[config.mk]
export PLATFORM = sky130hd
export DESIGN_NAME = bcd_score_counter
export DESIGN_NICKNAME = d
export VERILOG_FILES = /design/src/rtl/bcd_score_counter.sv
export SDC_FILE = /design/constraint.sdc
export NUM_CORES = 1
export LEC_CHECK = 0
export ABC_AREA = 1
export BUFFER_PORTS_ARGS = -buffer_cell sky130_fd_sc_hd__buf_2
export CORE_MARGIN = 1.5
export CORE_UTILIZATION = 56
export DETAILED_ROUTE_END_ITERATION = 6
export PLACE_DENSITY = 0.78
export SKIP_CTS_REPAIR_TIMING = 1
export SLEW_MARGIN = 20
export SYNTH_ARGS = -nofsm -noshare
export SYNTH_HDL_FRONTEND = slang
export SYNTH_SLANG_ARGS = --single-unit
[constraint.sdc]
create_clock -name hz100 -period 2.3 [get_ports hz100]
set_clock_uncertainty 0.2 [all_clocks]
set_input_delay 0.23 -clock hz100 [delete_from_list [all_inputs] [get_ports hz100]]
set_output_delay 0.23 -clock hz100 [all_outputs]
set_load 0.01 [all_outputs]
[src/rtl/bcd_score_counter.sv]
// Multi-digit BCD score counter with leading-zero blanking and a timed
// off/on flash sequence on all digits after wrap-around from all nines.
module bcd_score_counter #(
    parameter int NDIG        = 2,
    parameter int HALF_PERIOD = 25,
    parameter int FLASHES     = 3
) (
    input  logic              hz100,
    input  logic              reset,
    input  logic              inc,
    input  logic              clr,
    output logic [4*NDIG-1:0] digits,
    output logic [NDIG-1:0]   en,
    output logic              ovf,
    output logic              flashing
);

    localparam int TW = (HALF_PERIOD > 1) ? $clog2(HALF_PERIOD) : 1;
    localparam int PW = (FLASHES > 1) ? $clog2(FLASHES) : 1;
    localparam logic [TW-1:0] TMAX = TW'(HALF_PERIOD - 1);
    localparam logic [PW-1:0] PMAX = PW'(FLASHES - 1);

    typedef enum logic {S_COUNT, S_FLASH} state_t;
    typedef enum logic {PH_OFF, PH_ON} phase_t;

    state_t              r_state, w_state_nxt;
    phase_t              r_phase, w_phase_nxt;
    logic                r_inc_q;
    logic [4*NDIG-1:0]   r_digits, w_digits_nxt;
    logic [NDIG-1:0]     r_en, w_en_nxt;
    logic                r_ovf, w_ovf_nxt;
    logic [TW-1:0]       r_timer, w_timer_nxt;
    logic [PW-1:0]       r_pairs, w_pairs_nxt;

    logic                w_event;
    logic [4*NDIG-1:0]   w_inc_digits;
    logic                w_all_nines;

    // en[i] is set when any digit at or above position i is nonzero.
    function automatic logic [NDIG-1:0] blank_en(input logic [4*NDIG-1:0] d);
        logic [NDIG-1:0] e;
        logic            any_nz;
        e      = '0;
        any_nz = 1'b0;
        for (int unsigned i = NDIG; i > 0; i--) begin
            any_nz   = any_nz | (d[4*(i-1) +: 4] != 4'd0);
            e[i-1]   = any_nz;
        end
        e[0] = 1'b1;
        return e;
    endfunction

    assign w_event = inc & ~r_inc_q;

    // Ripple-carry BCD increment; a carry out of the top digit means all nines.
    always_comb begin
        logic carry;
        carry        = 1'b1;
        w_inc_digits = r_digits;
        for (int unsigned i = 0; i < NDIG; i++) begin
            if (carry) begin
                if (r_digits[4*i +: 4] == 4'd9) begin
                    w_inc_digits[4*i +: 4] = 4'd0;
                end else begin
                    w_inc_digits[4*i +: 4] = r_digits[4*i +: 4] + 4'd1;
                    carry = 1'b0;
                end
            end
        end
        w_all_nines = carry;
    end

    always_comb begin
        w_state_nxt  = r_state;
        w_phase_nxt  = r_phase;
        w_digits_nxt = r_digits;
        w_en_nxt     = r_en;
        w_ovf_nxt    = r_ovf;
        w_timer_nxt  = r_timer;
        w_pairs_nxt  = r_pairs;

        if (clr) begin
            w_state_nxt  = S_COUNT;
            w_phase_nxt  = PH_OFF;
            w_digits_nxt = '0;
            w_en_nxt     = blank_en('0);
            w_ovf_nxt    = 1'b0;
            w_timer_nxt  = '0;
            w_pairs_nxt  = '0;
        end else begin
            case (r_state)
                S_COUNT: begin
                    if (w_event) begin
                        if (w_all_nines) begin
                            w_state_nxt  = S_FLASH;
                            w_phase_nxt  = PH_OFF;
                            w_digits_nxt = '0;
                            w_en_nxt     = '0;
                            w_ovf_nxt    = 1'b1;
                            w_timer_nxt  = '0;
                            w_pairs_nxt  = '0;
                        end else begin
                            w_digits_nxt = w_inc_digits;
                            w_en_nxt     = blank_en(w_inc_digits);
                        end
                    end
                end
                S_FLASH: begin
                    if (r_timer == TMAX) begin
                        w_timer_nxt = '0;
                        if (r_phase == PH_OFF) begin
                            w_phase_nxt = PH_ON;
                            w_en_nxt    = '1;
                        end else if (r_pairs == PMAX) begin
                            w_state_nxt = S_COUNT;
                            w_phase_nxt = PH_OFF;
                            w_pairs_nxt = '0;
                            w_en_nxt    = blank_en(r_digits);
                        end else begin
                            w_phase_nxt = PH_OFF;
                            w_pairs_nxt = r_pairs + 1'b1;
                            w_en_nxt    = '0;
                        end
                    end else begin
                        w_timer_nxt = r_timer + 1'b1;
                    end
                end
                default: w_state_nxt = S_COUNT;
            endcase
        end
    end

    always_ff @(posedge hz100 or posedge reset) begin
        if (reset) begin
            r_state  <= S_COUNT;
            r_phase  <= PH_OFF;
            r_inc_q  <= 1'b0;
            r_digits <= '0;
            r_en     <= NDIG'(1);
            r_ovf    <= 1'b0;
            r_timer  <= '0;
            r_pairs  <= '0;
        end else begin
            r_state  <= w_state_nxt;
            r_phase  <= w_phase_nxt;
            r_inc_q  <= inc;
            r_digits <= w_digits_nxt;
            r_en     <= w_en_nxt;
            r_ovf    <= w_ovf_nxt;
            r_timer  <= w_timer_nxt;
            r_pairs  <= w_pairs_nxt;
        end
    end

    assign digits   = r_digits;
    assign en       = r_en;
    assign ovf      = r_ovf;
    assign flashing = (r_state == S_FLASH);

endmodule

# ---- After elaboration in Yosys (flattened, before gate mapping)
# Cells that the tools add are included.
dict set report word_totals {
  ff_bits 21
  input_bits 4
  output_inout_bits 12
  word_cells 80
}
dict set report op_classes {
  n_addsub 4
  n_eq_ne 9
  muxes 46
  n_bitwise 3
  reduce_logical 10
}
# operator count
set ops {}
lappend ops {{2-to-1 mux 8 bit} 4}
lappend ops {{2-to-1 mux 2 bit} 12}
lappend ops {{2-to-1 mux 5 bit} 4}
lappend ops {{2-to-1 mux 1 bit} 18}
lappend ops {{2-to-1 mux 4 bit} 3}
lappend ops {{case mux 5 bit (2 select lines)} 1}
lappend ops {{adder 4 x 1 -> 4 bit (second input constant)} 2}
lappend ops {{equality test 4 bit (second input constant)} 2}
lappend ops {{case mux 2 bit (2 select lines)} 2}
lappend ops {{nonzero test 4 bit} 2}
lappend ops {{inequality test 3 x 2 -> 1 bit (second input constant)} 2}
lappend ops {{inequality test 3 bit (second input constant)} 2}
lappend ops {{AND reduction 2 bit} 3}
lappend ops {{AND reduction 3 bit} 2}
lappend ops {{adder 5 x 1 -> 5 bit (second input constant)} 1}
lappend ops {{equality test 5 bit (second input constant)} 1}
lappend ops {{case mux 1 bit (2 select lines)} 2}
lappend ops {{AND reduction 4 bit} 1}
lappend ops {{nonzero test 2 bit} 2}
lappend ops {{adder 2 x 1 -> 2 bit (second input constant)} 1}
lappend ops {{equality test 2 bit (second input constant)} 1}
lappend ops {{inequality test 2 bit (second input constant)} 1}
lappend ops {{inverter 1 bit} 2}
lappend ops {{AND 1 bit} 1}

# ---- Logic depth before layout (Yosys ltp)
# Gate-level depths: netlist (run 1).
dict set report depth {
  word_depth 8
  ltp_mapped 11
  mapped_depth_nobuf 11
}

# ---- Least setup slack after synthesis (run 1)
# No wires, ideal clock.
dict set report synth_timing {
  path_kind {reg2reg}
  start {reg r_digits[5], in the netlist digits[5]}
  end {reg r_timer[0]}
  t_arrival_ps 1308
  path_slack_ps 664
  stages_incl_launch_ff 10
  n_path_buf 0
  period_less_slack_ps 1636
  cell_sequence {dfrtp_1 -> inv_1 -> ha_1 -> nand2_1 -> nor2_1 -> nand2_2 -> nand3_1 -> nand2_1 -> nand2_1 -> o21ai_0}
}
dict set report synth_between {
  elab_chain_cells 5
}
# item line
set synth_rtl {}
lappend synth_rtl {{start, declared} 29} ;# logic [4*NDIG-1:0] r_digits, w_digits_nxt;
lappend synth_rtl {{start signal, assigned} 147} ;# r_digits <= w_digits_nxt;
lappend synth_rtl {{equality test 4 bit} 62} ;# if (r_digits[4*i +: 4] == 4'd9) begin
lappend synth_rtl {{2-to-1 mux 1 bit} 62}
lappend synth_rtl {{2-to-1 mux 1 bit} 61} ;# if (carry) begin
lappend synth_rtl {{inequality test 3 bit (no line)} -}
lappend synth_rtl {{AND reduction 2 bit (no line)} -}
lappend synth_rtl {{end signal, assigned} 150} ;# r_timer <= w_timer_nxt;
lappend synth_rtl {{end, declared} 32} ;# logic [TW-1:0] r_timer, w_timer_nxt;
# No other way between the ends.
# A chain may end at the register's enable or synchronous reset.

# ---- Worst setup path after layout (run 1)
dict set report layout_timing {
  start {reg r_digits[1], in the netlist digits[1]}
  end {reg r_en[1], in the netlist en[1]}
}
dict set report layout_between {
  elab_chain_cells 8
  elab_cells_between_ends 9
  cone_classes {1 x eq/ne; 7 x mux; 1 x reduce/logical}
}
# item line
set layout_rtl {}
lappend layout_rtl {{equality test 4 bit (*)} 62}
lappend layout_rtl {{2-to-1 mux 1 bit (*)} 62}
lappend layout_rtl {{2-to-1 mux 4 bit} 61}
lappend layout_rtl {{nonzero test 4 bit} 46} ;# any_nz = any_nz | (d[4*(i-1) +: 4] != 4'd0);
lappend layout_rtl {{2-to-1 mux 2 bit (*)} 94} ;# if (w_all_nines) begin
lappend layout_rtl {{2-to-1 mux 2 bit (*)} 93} ;# if (w_event) begin
lappend layout_rtl {{case mux 2 bit (2 select lines) (*)} 91} ;# case (r_state)
lappend layout_rtl {{2-to-1 mux 2 bit (*)} 82} ;# if (clr) begin
lappend layout_rtl {{end signal, assigned} 148} ;# r_en <= w_en_nxt;
lappend layout_rtl {{end, declared} 30} ;# logic [NDIG-1:0] r_en, w_en_nxt;
# Every way passes the cells marked *; elsewhere a longest branch is shown, timed or not. The select of a mux whose other input is x is not followed.

==> results of run 1 <==
==> power breakdown <==
group	total [uW]	internal (uW)	switching (uW)
combinational	76.0	27.1	48.9
sequential	389	378	11.2
clock	194	66.4	128
==> worst paths after layout <==
kind | from | to | slack (ns)
min in group asynchronous | reset | digits[2] | 0.39
max | digits[1] | en[1] | 0.43
min reg2reg | en[1] | en[1] | 0.32
max reg2reg | digits[1] | en[1] | 0.43
min | en[1] | en[1] | 0.32
max in group asynchronous | reset | r_timer[2] | 0.99
==> cell families (layout without fill, tap and decap cells) <==
family	Yosys count	in the layout	share of synthesized area
compound gates	19	19	0.0839
xor+xnor	5	5	0.0354
fa+ha+maj	7	7	0.0708
buf+inv	19	41	0.0607
flops	21	21	0.426
simple gates	83	83	0.324
==> cells in the mapped netlist, types with 2 or more instances <==
master,n,share of area
dfrtp_1,20,0.40
ha_1,7,0.071
inv_1,14,0.042
inv_2,3,0.0091
nand2_1,40,0.12
nand2_2,3,0.015
nand3_1,16,0.065
nand3_2,3,0.024
nand3b_1,2,0.012
nand4_1,2,0.010
nor2_1,11,0.033
nor2_4,2,0.018
o21ai_0,10,0.040
o21ai_1,3,0.012
o22ai_1,4,0.020
xor2_1,4,0.028
==> tightest hold or removal path, delay by kind of cell (launching register included) <==
kind             cells  cell delay [ns]
flip-flops           1             0.37
AND/OR/NAND/NOR      2             0.13
==> layout make-up <==
cell class | instances | area [sq um] | share of cell area
clock inverters | 1 | 7.51 | 0.00534
multi-input cells | 114 | 636 | 0.452
well taps | 27 | 33.8 | 0.0240
clock buffers | 3 | 22.5 | 0.0160
flip-flops and latches | 21 | 527 | 0.375
repair buffers | 18 | 105 | 0.0747
inverters | 19 | 75.1 | 0.0534
==> layer usage <==
layer | routed length, um | part of all wire
met5 | 0 | 0
met4 | 11 | 0.0042
met3 | 115 | 0.044
met2 | 1250 | 0.48
met1 | 1230 | 0.47
==> flip-flops by register name (all words and copies together) (netlist names) <==
name      flops
r_timer       5
digits        8
r_inc_q       1
flashing      1
r_pairs       2
en            2
ovf           1
r_phase       1
==> metrics by stage <==
step,instances,worst slack [ns]
5_1_grt,203,0.225
2_1_floorplan,154,0.664
6_report,203,0.432
3_3_place_gp,196,0.538
3_5_place_dp,196,0.500
4_1_cts,200,0.452
==> out/metrics.cfg, run 1 <==
[grt]
grt_pass1_vias = 940
grt_overflow = 0
grt_usage = 0.234
grt_start_max_net_pins = 22
grt_first_pass_wirelength_mm = 4.41
antenna_found_initial = 0
use_met3 = 0.0636
met2_usage = 0.368
grt.met1_usage = 0.332
busiest_layer = met2

[cells_and_area]
final_core_util = 0.696
diodes = 0
final_common_cell = nand2_1
final_nets = 188
finish.instance_area_sq_um = 1410
layout_common_cells = 40 x nand2_1, 20 x dfrtp_1, 16 x nand3_1
area_growth_pct = 13.7
drive_gt1_frac = 0.193
fill_cells = 171

[synth]
synth_edf_count = 0
synth-seq-cells = 21
synth_area_per_cell_sq_um = 8.04
yosys_warnings = 0
netlist_area_sq_um = 1240
syn_nets = 165
synthCells = 154
seq_area_frac_synth = 0.426
async_reset_ff_frac = 1.00
ys_types = 26
synthFlopType = dfrtp_1

[clock_network]
clk_latency_ns = 0.32
cts-root-buf = clkbuf_4
cts_buffers = 3
cts_sinks = 21
htreeDepth = 1
clockBufferDepth = 2
cts_tree = built
path_clk_slew_ns = 0.14

[worst_setup_path]
cp_max_fo = 7
rr_worst_depth = 9
worst_path_largest_cell_delay_ns = 0.43
path_depth = 9
path_cells = inv_1 > ha_1 > nand2_2 > nor2_4 > nand2_2 > o21ai_0 > nor2_1 > nand2_1 > nand2_1
cp_top_family = simple AND/OR/NAND/NOR gates
cp_data_arrival_time_ns = 1.90
startpoint_type = flip-flop
critPathRequiredTime_ns = 2.33
cpMaxStageDelayCell = dfrtp_1
path_buf_inv = 1
critPathKind = flip-flop to flip-flop
crit_path_end_kind = flip-flop

[job]
maxCapViolations = 0

[floorplanning]
num_rows = 16
die_x_um = 50.0
core_sq_um = 2020
start_util = 0.612
pin_count = 16
fp.dieH_um = 50.0
die_area_sq_um = 2500

[routing]
vias = 1082
viasPerCell = 5.33
initialDrtViolationCount = 40
remaining_drc_errors = 0
drt_wl_total_mm = 2.60
drtPass1Iterations = 4
ant_nets = 0
routedWlPerCell_um = 12.8

[sta]
setup_violations = 0
final_hold_viol_count = 0
finalSetupTns_ns = 0
relSlewSlack = 0.470
min_period_over_period = 0.812
hold_slack_ns = 0.319
fmax_mhz = 535
slew_violations = 0
min_period_ns = 1.87
rsz0062_at_grt = no
tightest_slew_ns = 0.794

[place]
port-buffer-count = 15
hpwl_mm = 1.92
dpl_cell_area_sq_um = 1350
place.gp.congestion = 0.882

[pwr]
power_density_nw_per_um2 = 469
vdd_drop_max_mv = 0.563
total_power_uw = 659
p_leak_uw = 0.000712

[worst_hold_path]
hold_path_class = flip-flop to flip-flop
whs_path_depth = 2

[outcome]
outcome = complete, no violations

No activity file was read; power rests on OpenSTA's default activity.
==> run 2, diff against run 1 <==
--- a/config.mk
+++ b/config.mk
@@ -5,12 +5,12 @@
 export SDC_FILE = /design/constraint.sdc
 export NUM_CORES = 1
 export LEC_CHECK = 0
-export ABC_AREA = 1
+export ABC_AREA = 0
 export BUFFER_PORTS_ARGS = -buffer_cell sky130_fd_sc_hd__buf_2
 export CORE_MARGIN = 1.5
-export CORE_UTILIZATION = 56
+export CORE_UTILIZATION = 51
 export DETAILED_ROUTE_END_ITERATION = 6
-export PLACE_DENSITY = 0.78
+export PLACE_DENSITY = 0.75
 export SKIP_CTS_REPAIR_TIMING = 1
 export SLEW_MARGIN = 20
 export SYNTH_ARGS = -nofsm -noshare
==> constraint.sdc (replaced) <==
create_clock -name hz100 -period 1.64 [get_ports hz100]
set_clock_uncertainty 0.2 [all_clocks]
set_input_delay 0.164 -clock hz100 [delete_from_list [all_inputs] [get_ports hz100]]
set_output_delay 0.164 -clock hz100 [all_outputs]
set_load 0.01 [all_outputs]
==> run 2 against run 1 <==
The flow now finishes with violations (setup timing). Count of clock-buffer cells in the layout increased by 1. Sequential cell count unchanged. Power increased by 34%. Sequential power increased by 36%. Area after synthesis increased by 0.40%. Wire length increased by 25%. Clock power increased by 31%. Via count increased by 11%. Critical path depth decreased by 4. Global-route usage decreased by 0.14 points. Critical endpoint unchanged. Highest routed layer unchanged.
==> out/metrics.cfg, run 2 <==
[outcome]
outcome = finished, violations left
failed_checks = setup timing

[synth]
synthCells = 128  ; -17%
synthTopCellsByCount = 20 x dfrtp_1, 14 x a21oi_1, 11 x inv_1, 7 x ha_1
synth_top_family_by_area = simple AND/OR/NAND/NOR gates
synthAdderAreaFrac = 0.0705  ; -0.000285
synth_edf_count = 0  ; unchanged
synth-xor-area-share = 0  ; -0.0354
yosysMostFrequentCell = dfrtp_1
synth_area_per_cell_sq_um = 9.71  ; +21%
synthFlopType = dfrtp_1
synth_largest_area_cell = dfrtp_1
async_reset_ff_frac = 1.00  ; unchanged
synth-seq-cells = 21  ; unchanged
synth_area_leaders = dfrtp_1 40%, ha_1 7.0%, a21oi_1 5.6%
muxShareOfSynthArea = 0.0252  ; +0.0252
synth-compound-area-share = 0.198  ; +0.114
netlist_area_sq_um = 1240  ; +0.40%
synth_top_area_frac = 0.403  ; -0.00163
seq_area_frac_synth = 0.424  ; -0.00171
syn_nets = 139  ; -16%
ys_types = 41  ; +58%
yosys_warnings = 0  ; unchanged
synthSimpleGateAreaFrac = 0.218  ; -0.106

[place]
hpwl_mm = 2.14  ; +11%
port-buffer-count = 15  ; unchanged
dpl_cell_area_sq_um = 1600  ; +19%
place.gp.congestion = 0.824  ; -6.5%

[clock_network]
clk_latency_ns = 0.30  ; -0.02 ns
path_clk_slew_ns = 0.12  ; -0.02 ns
cts_sinks = 21  ; unchanged
cts-root-buf = clkbuf_4
cts_tree = built
clockBufferDepth = 2  ; unchanged
cts_buffers = 3  ; unchanged
htreeDepth = 1  ; unchanged

[cells_and_area]
drive_gt1_frac = 0.511  ; +0.318
largest_reg_flops = 8  ; unchanged
fill_cells = 147  ; -14%
layout_common_cells = 31 x buf_4, 16 x dfrtp_1, 15 x buf_2
final_common_cell = buf_4
final_core_util = 0.790  ; +0.0947
area_growth_pct = 43.4
finish.instance_area_sq_um = 1780  ; +27%
diodes = 0  ; unchanged
final_nets = 190  ; +1.1%

[grt]
grt_start_max_net_pins = 22  ; unchanged
grt_pass1_vias = 1121  ; +19%
grt_first_pass_wirelength_mm = 4.74  ; +7.5%
grt_overflow = 0  ; unchanged
antenna_found_initial = 0  ; unchanged
grt_usage = 0.233  ; -0.00143

[sta]
relSlewSlack = 0.717  ; +0.247
slew_violations = 0  ; unchanged
min_period_ns = 1.93  ; +0.0668 ns
min_period_over_period = 1.18  ; +0.368
rsz0062_at_grt = yes
tightest_slew_ns = 0.423  ; -0.371 ns
setup_ws_ns = -0.295  ; -0.727 ns
setup_violations = 18  ; +18
final_hold_viol_count = 0  ; unchanged
fmax_mhz = 517  ; -3.5%

[pwr]
total_power_uw = 883  ; +34%
p_leak_uw = 0.000808  ; +13%
power_density_nw_per_um2 = 496  ; +5.8%
vdd_drop_max_mv = 0.415  ; -26%

[worst_setup_path]
cp_max_fo = 5  ; -2
cpMaxStageDelayCell = dfrtp_2
cp_data_arrival_time_ns = 1.94  ; +0.04 ns
crit_path_end_kind = flip-flop
worst_path_largest_cell_delay_ns = 0.45  ; +0.02 ns
path_cells = ha_4 > and3b_2 > or4_1 > a311oi_2 > o21ai_1
cp_top_family = simple AND/OR/NAND/NOR gates
critPathKind = flip-flop to flip-flop
critPathRequiredTime_ns = 1.64  ; -0.69 ns
startpoint_type = flip-flop
path_buf_inv = 0  ; -1

[floorplanning]
die_area_sq_um = 2740  ; +9.6%
num_rows = 17  ; +1
start_util = 0.551  ; -0.0610
fp.dieH_um = 52.4  ; +4.7%
pin_count = 16  ; unchanged
die_x_um = 52.4  ; +4.7%
core_sq_um = 2250  ; +12%

[routing]
vias = 1201  ; +11%
ant_nets = 0  ; unchanged
drt_wl_total_mm = 3.24  ; +25%
drtPass1Iterations = 4  ; unchanged
initialDrtViolationCount = 21  ; -48%
remaining_drc_errors = 0  ; unchanged
viasPerCell = 5.83  ; +9.4%
routedWlPerCell_um = 15.7  ; +23%

[worst_hold_path]
hold_path_class = input pin to flip-flop

[job]
maxCapViolations = 0  ; unchanged

-- run 2: changes by cell type after synthesis, sizes merged, moves of 4 or more --
cell,change
a21oi,+14
or3,+6
o21ai,-5
inv,-7
xor2,-4
nand2,-36
nor2,-7
nor2b,+4
nand3,-13
-- run 2: stage by stage --
stage	std cells	setup WS (ns)	TNS [ns]	hold slack, ns
after global routing	206	-0.338	-3.85	0.0632
final	206	-0.295	-2.82	0.0511
after floorplan	128	-0.229	-1.20	-0.0605
after CTS	200	-0.300	-2.60	-0.319
after detailed placement	196	-0.280	-2.03	0.0232
after global placement	196	-0.203	-1.48	0.00423
-- run 2: final cells by class --
type	instances	area [sq um]	share of cell area
clock buffers	4	26.3	0.0147
flip-flops and latches	21	532	0.298
multi-input cells	90	774	0.435
repair buffers	52	373	0.209
inverters	11	41.3	0.0232
well taps	28	35.0	0.0197
-- run 2: layer usage --
metal  routed length, um  global-route usage  vias up
met5                   0                   0        -
li1                    -                   -      568
met1                1360               0.267      605
met2                1760               0.444       24
met4                  31              0.0726        0
met3                  90              0.0257        4
-- run 2: final timing paths --
path / slack, ns / cells past startpoint / to / startpoint
max in group asynchronous: 0.71 / 4 / en[0] / reset
setup reg to reg: -0.29 / 5 / en[1] / digits[0]
hold / removal: 0.05 / 2 / digits[4] / clr
min in group asynchronous: 0.24 / 4 / digits[3] / reset
hold reg to reg: 0.32 / 2 / ovf / ovf
setup / recovery: -0.29 / 5 / en[1] / digits[0]
-- run 2: kinds of logic after synthesis --
kind of cell / count (synthesis)
AO/OA/AOI/OAI: 36
adder cells (fa/ha/maj): 7
buffers and inverters: 17
flip-flops: 21
multiplexers: 3
AND/OR/NAND/NOR: 44
-- run 2: power breakdown --
part	total (uW)	internal, uW	switching, uW
sequential	529	524	4.92
clock	254	94.8	159
combinational	99.9	43.9	56.1
==> run 3, diff against run 2 <==
==> constraint.sdc (replaced) <==
create_clock -name hz100 -period 1.73 [get_ports hz100]
set_clock_uncertainty 0.2 [all_clocks]
set_input_delay 0.173 -clock hz100 [delete_from_list [all_inputs] [get_ports hz100]]
set_output_delay 0.173 -clock hz100 [all_outputs]
set_load 0.01 [all_outputs]
==> run 3 against run 2 <==
Sequential share of layout area grew 0.88 points. Combinational power shrank 11%. Count of clock-buffer cells in the layout shrank 1. Utilization shrank 2.3 points. Clock power shrank 2%. Sequential power shrank 5.3%. Die area is the same. First-iteration DRC count grew 43%. Critical endpoint unchanged. Critical path depth is the same. Via count shrank 1.9%. The flow still finishes with violations (setup timing). Cell count shrank 1.5%. Global-route usage shrank 0.19 points.
==> out/metrics.cfg, run 3 (synthesized netlist as in run 2, its figures left out) <==
[clock_network]
clk_latency_ns = 0.32  ; +0.02 ns
path_clk_slew_ns = 0.12  ; about the same
cts_buffers = 3  ; unchanged
cts_sinks = 21  ; unchanged
cts_tree = built
cts-root-buf = clkbuf_4
clockBufferDepth = 2  ; unchanged
htreeDepth = 1  ; unchanged

[outcome]
outcome = finished, violations left
failed_checks = setup timing

[worst_setup_path]
critPathKind = flip-flop to flip-flop
cp_top_family = simple AND/OR/NAND/NOR gates
crit_path_end_kind = flip-flop
cpMaxStageDelayCell = dfrtp_2
path_buf_inv = 0  ; unchanged
critPathRequiredTime_ns = 1.74  ; +0.10 ns
r2r_start = digits[0]
worst_path_largest_cell_delay_ns = 0.45  ; about the same
path_cells = ha_4 > and3b_2 > or4_4 > a311oi_2 > o21ai_1
cp_max_fo = 6  ; +1
startpoint_type = flip-flop
worstSetupStartpoint = digits[0]
cp_data_arrival_time_ns = 1.93  ; about the same

[sta]
setup_violations = 13  ; -5
rsz0062_at_grt = yes
min_period_over_period = 1.11  ; -0.0734
fmax_mhz = 523  ; +1.1%
hold_slack_ns = 0.0614  ; +0.0103 ns
relSlewSlack = 0.733  ; +0.0160
min_period_ns = 1.91  ; -0.0208 ns
slew_violations = 0  ; unchanged
tightest_slew_ns = 0.400  ; -0.0231 ns
final_hold_viol_count = 0  ; unchanged
setup_ws_ns = -0.184  ; +0.111 ns

[grt]
grt_start_max_net_pins = 22  ; unchanged
grt_pass1_vias = 1138  ; +1.5%
grt_first_pass_wirelength_mm = 4.73  ; -0.30%
antenna_found_initial = 0  ; unchanged
grt_usage = 0.231  ; -0.00186
grt_overflow = 0  ; unchanged

[floorplanning]
core_sq_um = 2250  ; unchanged
die_area_sq_um = 2740  ; unchanged
num_rows = 17  ; unchanged
start_util = 0.551  ; unchanged
die_x_um = 52.4  ; unchanged
pin_count = 16  ; unchanged
fp.dieH_um = 52.4  ; unchanged

[routing]
vias = 1178  ; -1.9%
ant_nets = 0  ; unchanged
drtPass1Iterations = 4  ; unchanged
remaining_drc_errors = 0  ; unchanged
viasPerCell = 5.80  ; -0.47%
initialDrtViolationCount = 30  ; +43%
routedWlPerCell_um = 15.6  ; -1.1%
drt_wl_total_mm = 3.16  ; -2.6%

[pwr]
vdd_drop_max_mv = 0.500  ; +21%
p_leak_uw = 0.000793  ; -1.9%
total_power_uw = 839  ; -5.0%
combPwrFrac = 0.106  ; -0.007
clockPowerShare = 0.296  ; +0.008
p_int_uw = 623  ; -6.0%
power_density_nw_per_um2 = 485  ; -2.2%
share_seq_of_total_power = 0.598  ; about the same
switching_share = 0.258  ; +0.00843
p_sw_uw = 217  ; -1.8%

[cells_and_area]
area_growth_pct = 39.3
diodes = 0  ; unchanged
fill_cells = 165  ; +12%
final_core_util = 0.767  ; -0.0228
drive_gt1_frac = 0.486  ; -0.0255
largest_reg_flops = 8  ; unchanged
final_common_cell = buf_4
layout_common_cells = 29 x buf_4, 16 x dfrtp_1, 15 x buf_2
final_nets = 187  ; -1.6%

[worst_hold_path]
hold_start = clr
hold_path_class = input pin to flip-flop

[place]
port-buffer-count = 15  ; unchanged
hpwl_mm = 2.04  ; -4.5%
place.gp.congestion = 0.827  ; +0.35%

[job]
maxCapViolations = 0  ; unchanged

==> run 3: cell count changes in the layout (fill, tap and decap cells not counted), sizes merged <==
cell / before / now
buf: 50 / 47
clkbuf: 4 / 3
clkinv: 0 / 1
==> run 3: through the flow <==
| step | setup slack, ns | std cells | area, sq um | TNS [ns] |
|---|---|---|---|---|
| 2_1_floorplan | -0.142 | 128 | 1260 | -0.621 |
| 6_report | -0.184 | 203 | 1730 | -1.46 |
| 5_1_grt | -0.239 | 203 | 1730 | -2.37 |
| 3_5_place_dp | -0.192 | 189 | 1520 | -1.34 |
| 4_1_cts | -0.211 | 193 | 1540 | -1.79 |
| 3_3_place_gp | -0.115 | 189 | 1520 | -0.806 |
==> run 3: cell type report <==
type / instances / area, sq um / share of cell area
Clock inverter: 1 / 5.00 / 0.00289
Clock buffer: 3 / 22.5 / 0.0130
Inverter: 11 / 41.3 / 0.0239
Multi-Input combinational cell: 90 / 748 / 0.432
Tap cell: 28 / 35.0 / 0.0202
Sequential cell: 21 / 532 / 0.307
Timing Repair Buffer: 49 / 347 / 0.200
==> run 3: final timing paths <==
kind                              to  slack [ns]  cells past startpoint
min reg2reg                      ovf        0.35                      2
min in group asynchronous  digits[3]        0.24                      4
min                        digits[6]        0.06                      2
max in group asynchronous      en[0]        0.81                      4
max reg2reg                    en[1]       -0.18                      5
max                            en[1]       -0.18                      5
==> run 3: routing by layer <==
metal / global-route usage / up-vias / part of all wire
met4: 0.111 / 0 / 0.0085
met2: 0.402 / 37 / 0.53
li1: - / 564 / -
met3: 0.0257 / 5 / 0.042
met5: 0 / - / 0
met1: 0.282 / 572 / 0.42
==> run 3: worst reg2reg max path, cell delays in order (launching register included) <==
cell,delay [ns]
dfrtp_2,0.45
ha_4,0.16
and3b_2,0.27
or4_4,0.43
a311oi_2,0.21
o21ai_1,0.09
==> run 3: power groups by stage <==
| stage | Sequential, uW | Clock [uW] | Combinational (uW) |
|---|---|---|---|
| 6_report | 501 | 248 | 89.3 |
| 5_1_grt | 502 | 272 | 96.3 |
| 4_1_cts | 500 | 257 | 70.8 |
| 3_5_place_dp | 510 | 0 | 70.5 |
| 3_3_place_gp | 509 | 0 | 68.9 |
| 2_1_floorplan | 513 | 0 | 36.9 |
